$ cat src/rtl/fetch_unit.sv
// Instruction fetch stage: owns the PC, addresses the instruction ROM and
// loads the IF/ID register, with stall, redirect, exception and address-error handling.
module fetch_unit #(
  parameter logic [31:0] RESET_PC = 32'h0000_3000,
  parameter logic [31:0] IM_BASE  = 32'h0000_3000,
  parameter int unsigned IM_WORDS = 4096,
  parameter logic [31:0] EXC_PC   = 32'h0000_4180
) (
  input  logic        clk,
  input  logic        reset,
  input  logic        stall,
  input  logic        redirect_valid,
  input  logic [31:0] redirect_target,
  input  logic        exc_valid,
  output logic [31:0] im_addr,
  input  logic [31:0] im_data,
  output logic [31:0] pc_f,
  output logic [31:0] ir_d,
  output logic [31:0] pc_d,
  output logic [31:0] pc8_d,
  output logic        valid_d,
  output logic        adel_d,
  output logic [31:0] fetch_count
);

  // Limit held in 33 bits so a ROM ending at 2^32 does not wrap to zero.
  localparam logic [32:0] IM_LIMIT = {1'b0, IM_BASE} + (33'(IM_WORDS) << 2);

  logic adel_f;

  assign im_addr = pc_f;

  always_comb begin
    adel_f = (pc_f[1:0] != 2'b00)
          || ({1'b0, pc_f} <  {1'b0, IM_BASE})
          || ({1'b0, pc_f} >= IM_LIMIT);
  end

  always_ff @(posedge clk) begin
    if (reset) begin
      pc_f        <= RESET_PC;
      ir_d        <= '0;
      pc_d        <= '0;
      pc8_d       <= '0;
      valid_d     <= 1'b0;
      adel_d      <= 1'b0;
      fetch_count <= '0;
    end else if (exc_valid) begin
      pc_f    <= EXC_PC;
      ir_d    <= '0;
      pc_d    <= '0;
      pc8_d   <= '0;
      valid_d <= 1'b0;
      adel_d  <= 1'b0;
    end else if (!stall) begin
      // The word fetched alongside a redirect is the delay slot and is kept.
      pc_d        <= pc_f;
      pc8_d       <= pc_f + 32'd8;
      valid_d     <= 1'b1;
      adel_d      <= adel_f;
      ir_d        <= adel_f ? '0 : im_data;
      fetch_count <= fetch_count + 32'd1;
      pc_f        <= redirect_valid ? redirect_target : pc_f + 32'd4;
    end
  end

endmodule

$ cat config.mk
export PLATFORM = sky130hd
export DESIGN_NAME = fetch_unit
export DESIGN_NICKNAME = d
export VERILOG_FILES = /design/src/rtl/fetch_unit.sv
export SDC_FILE = /design/constraint.sdc
export NUM_CORES = 1
export LEC_CHECK = 0
export ABC_AREA = 1
export BUFFER_PORTS_ARGS = -buffer_cell sky130_fd_sc_hd__buf_2
export CAP_MARGIN = 20
export CORE_UTILIZATION = 40
export CTS_CLUSTER_SIZE = 28
export DETAILED_ROUTE_END_ITERATION = 12
export HOLD_SLACK_MARGIN = 0.02
export PLACE_DENSITY = 0.62
export SLEW_MARGIN = 20
export SYNTH_ARGS = -nofsm -noshare
export SYNTH_HDL_FRONTEND = slang
export SYNTH_SLANG_ARGS = --single-unit
$ cat constraint.sdc
create_clock -name clk -period 4.75 [get_ports clk]
set_clock_uncertainty 0.1 [all_clocks]
set_input_delay 0.475 -clock clk [delete_from_list [all_inputs] [get_ports clk]]
set_output_delay 0.475 -clock clk [all_outputs]
set_load 0.03 [all_outputs]
# Word-level counts from Yosys, hierarchy flattened
# Index checks and enable logic that the tools add are counted.
[word_totals]
out_inout_bits = 194
word_cells = 25
ff_bits = 162
[op_classes]
bitwise_logic = 2
addsub = 3
order_cmp = 2
n_reduce_logical = 5
mux = 4
eq_ne = 1
[ops]
columns = ["cell", "count"]
rows = [
  ["$mux 32", 2],
  ["$add 32x1->32 const B", 1],
  ["$add 32x3->32 const B", 1],
  ["$add 32x4->32 const B", 1],
  ["$ge 32x15->1 const B", 1],
  ["$lt 32x14->1 const B", 1],
  ["$mux 15", 2],
  ["$logic_or 1x1->1", 2],
  ["$ne 2x1->1 const B", 1],
  ["$not 1->1", 2],
  ["$reduce_and 2->1", 1],
  ["$reduce_bool 2->1", 1],
  ["$reduce_or 2->1", 1],
]

# Logic depth before layout (Yosys ltp)
[logic_depth]
ltp_word = 4
depth_mapped = 10
depth_no_buf = 10

# Worst setup path after synthesis
# Ideal clock, no wire load.
[synth_timing]
path_type = "register to register"
start = "reg pc_f[4], in the netlist im_addr[4]"
end = "reg pc8_d[17]"
arrival_time_ns = 1.682
setup_slack_ns = 2.855
stages_incl_launch_ff = 11
path_buffers = 0
cell_sequence = "dfxtp_1 > ha_1 > inv_1 > nor2_2 > nand2_1 > nor2_2 > nand3_1 > nand2_1 > o21ai_0 > o21ai_1 > inv_1"
[synth_between]
elab_chain_cells = 1
[synth_rtl]
columns = ["item", "line", "rtl"]
rows = [
  ["start: declaration", "17", "output logic [31:0] pc_f,"],
  ["start signal: assignment", "63", "pc_f <= redirect_valid ? redirect_target : pc_f + 32'd4;"],
  ["$add 32x4->32", "58", "pc8_d <= pc_f + 32'd8;"],
  ["end signal: assignment", "58", ""],
  ["end: declaration", "20", "output logic [31:0] pc8_d,"],
]
# Every way passes these cells.
# A chain may end at the register's enable or synchronous reset.

==> results.py <==
metrics = {
    "status": {
        "outcome": "finished clean",
    },
    "critical_path": {
        "reg2reg_depth": 10,
        "cp-start-kind": "input port",
        "setup.worst_path.class": "input port to flip-flop",
        "path_buf_inv": 4,
        "cp_slowest_cell": "buf_4",
        "crit_family": "buffers and inverters",
        "rr_startpoint": "im_addr[4]",
        "critPathArrivalTime_ps": 2600,
        "cp.required_ps": 4970,
        "r2r_end": "pc8_d[17]",
        "r2r_slack_ps": 2560,
        "slowest_delay_ps": 690,
        "worstPathCellList": "buf_4 > inv_2 > buf_4 > nor2_1 > nor2_1 > o21ai_0 > inv_1",
        "path_max_fanout": 94,
        "endpoint_kind": "flip-flop",
    },
    "synth": {
        "synth_top_cell_by_area": "dfxtp_1",
        "ys_seq_elements": 159,
        "synth-edff-count": 0,
        "synth_fp_nets": 1396,
        "ys_types": 35,
        "synth_warnings": 0,
        "ys_seq_area_frac": 0.368,
        "synth.avg_cell_area_um2": 6.53,
        "async_reset_ff_frac": 0,
        "synth.area.top_cells": "dfxtp_1 (37%), nand2_1 (14%), a21oi_1 (8.4%)",
        "synth_most_common_cell": "nand2_1",
        "synth_flop_cell": "dfxtp_1",
        "synth_area_um2": 8640,
        "synth_common_cells": "nand2_1 (332), nor2_1 (169), dfxtp_1 (159)",
        "synth_cells": 1323,
        "synth.top_cell.area_share": 0.368,
    },
    "place": {
        "portBuffers": 262,
        "post_dp_cell_area_um2": 9780,
        "dp_hpwl_um": 20800,
        "place_congestion": 0.914,
    },
    "clocking": {
        "htreeDepth": 4,
        "clk_path_buf_depth": 2,
        "numCtsBuffers": 17,
        "clock_sinks": 159,
        "cts_tree": "done",
        "path_clk_slew_ps": 70,
        "cts_setup_buffers": 0,
        "cts_resized": 0,
        "root_buffer": "clkbuf_16",
        "hold_buffers": 0,
        "clock_latency_ps": 430,
    },
    "power": {
        "p_total_mw": 3.19,
        "power_density_nw_per_um2": 308,
        "irDropWorstVdd_v": 0.000212,
        "leakagePower_nw": 4.70,
    },
    "sta": {
        "fmax_ghz": 0.421,
        "final.period_utilization": 0.500,
        "worstMarginPinSlew_ps": 964,
        "setup_violations": 0,
        "drv_slew": 0,
        "rsz0062_at_grt": "false",
        "fin_crit_ps": 2370,
        "maxSlewHeadroom": 0.358,
        "finalHoldViolations": 0,
        "setup_tns_ps": 0,
        "holdWs_ps": 220,
    },
    "floorplan": {
        "die_h_um": 149,
        "initial_utilization": 0.410,
        "core_area_um2": 21100,
        "num_rows": 53,
        "ios": 263,
        "die-area_um2": 22200,
        "die_w_um": 149,
    },
    "routing": {
        "viasPerCell": 5.07,
        "via_count": 9133,
        "routedWlPerCell_um": 15.8,
        "dr.first_iter.drc_count": 643,
        "drc_errors": 0,
        "drtPass1Iterations": 5,
        "routed_wl_um": 28500,
        "ant_nets": 0,
    },
    "global_routing": {
        "grt_pass1_wl_um": 44000,
        "grtUsageTotal": 0.255,
        "grt_overflow": 0,
        "grt_max_degree": 95,
        "antenna_found_initial": 0,
        "first_global_vias": 8119,
    },
    "flow_run": {
        "maxCapViolations": 0,
    },
    "min_path": {
        "worstHoldStart": "redirect_target[1]",
        "worst_hold_path.num_cells": 3,
        "min_path_type": "input port to flip-flop",
    },
    "cells_and_area": {
        "antennaDiodeCount": 0,
        "finalNetCount": 1588,
        "final_layout_size_suffix_gt1_frac": 0.234,
        "area_growth_pct": 19.9,
        "postLayoutCoreUtil": 0.491,
        "postLayoutCellArea_um2": 10400,
    },
}
-- metal layers --
layer,vias up,share of wire,GRT usage
li1,4610,-,-
met1,4168,0.46,0.343
met2,329,0.46,0.414
met3,26,0.069,0.0505
met4,0,0.010,0.0643
met5,-,0,0
-- sequential cells by signal, indices dropped and copies added, names as in the netlist, named ones only --
signal,cells
adel_d,1
fetch_count,32
im_addr,30
ir_d,32
pc8_d,29
pc_d,32
valid_d,1
-- layout make-up --
| cell class | instances | area, um^2 |
|---|---|---|
| inverter | 142 | 533 |
| sequential | 159 | 3180 |
| clock buffer | 17 | 425 |
| clock inverter | 15 | 153 |
| multi-input combinational | 924 | 4330 |
| tap | 275 | 344 |
| timing repair buffer | 271 | 1390 |
| fill | 2215 | 10700 |
-- layout by cell type (no fill, tap or decap), types with 4 or more instances in the layout --
master and count:
a211oi_1 5, a21oi_1 145, a31oi_1 7, buf_2 261, buf_4 9, clkbuf_16 17, dfxtp_1 159, ha_1 4
inv_1 135, inv_2 6, inv_6 4, nand2_1 332, nand2_2 11, nand3_1 71, nand4_1 40, nor2_1 168
nor2_2 23, nor2_4 9, nor3_1 9, o211ai_1 4, o21ai_0 65, xor2_1 15
-- kinds of logic after synthesis --
kind of cell,Yosys count,synth area share
XOR/XNOR,15,0.0152
adder cells (fa/ha/maj),4,0.00579
AND/OR/NAND/NOR,668,0.335
buffers and inverters,240,0.131
flip-flops,159,0.368
AO/OA/AOI/OAI,237,0.144
-- worst register-to-register path, cell delays in order (launching register included) --
cell,delay (ps)
dfxtp_1,500
ha_1,310
inv_1,120
nor2_2,200
nand2_1,170
nor2_2,230
nand3_1,100
nand2_1,120
o21ai_0,90
o21ai_1,110
inv_1,40
-- worst max-delay path by stage --
stage	start	end	slack, ps	depth (start not counted)
floorplan	im_addr[4]	pc8_d[17]	2860	10
global placement	stall	pc8_d[19]	1940	7
detailed placement	stall	pc8_d[19]	1940	7
CTS	stall	pc8_d[19]	2400	7
global route	stall	pc8_d[19]	2150	7
finish	stall	pc8_d[19]	2380	7
-- stage by stage --
step	cells	setup WS [ps]
2_1_floorplan	1323	2860
3_3_place_gp	1770	1940
3_5_place_dp	1771	1940
4_1_cts	1803	2400
5_1_grt	1803	2150
6_report	1803	2380
-- power breakdown --
group / switching (mW) / internal, mW
Sequential: 0.0476 / 1.36
Clock: 0.634 / 0.740
Combinational: 0.293 / 0.112
Total: 0.974 / 2.21
Note: power is estimated with default switching activity, not from simulation.
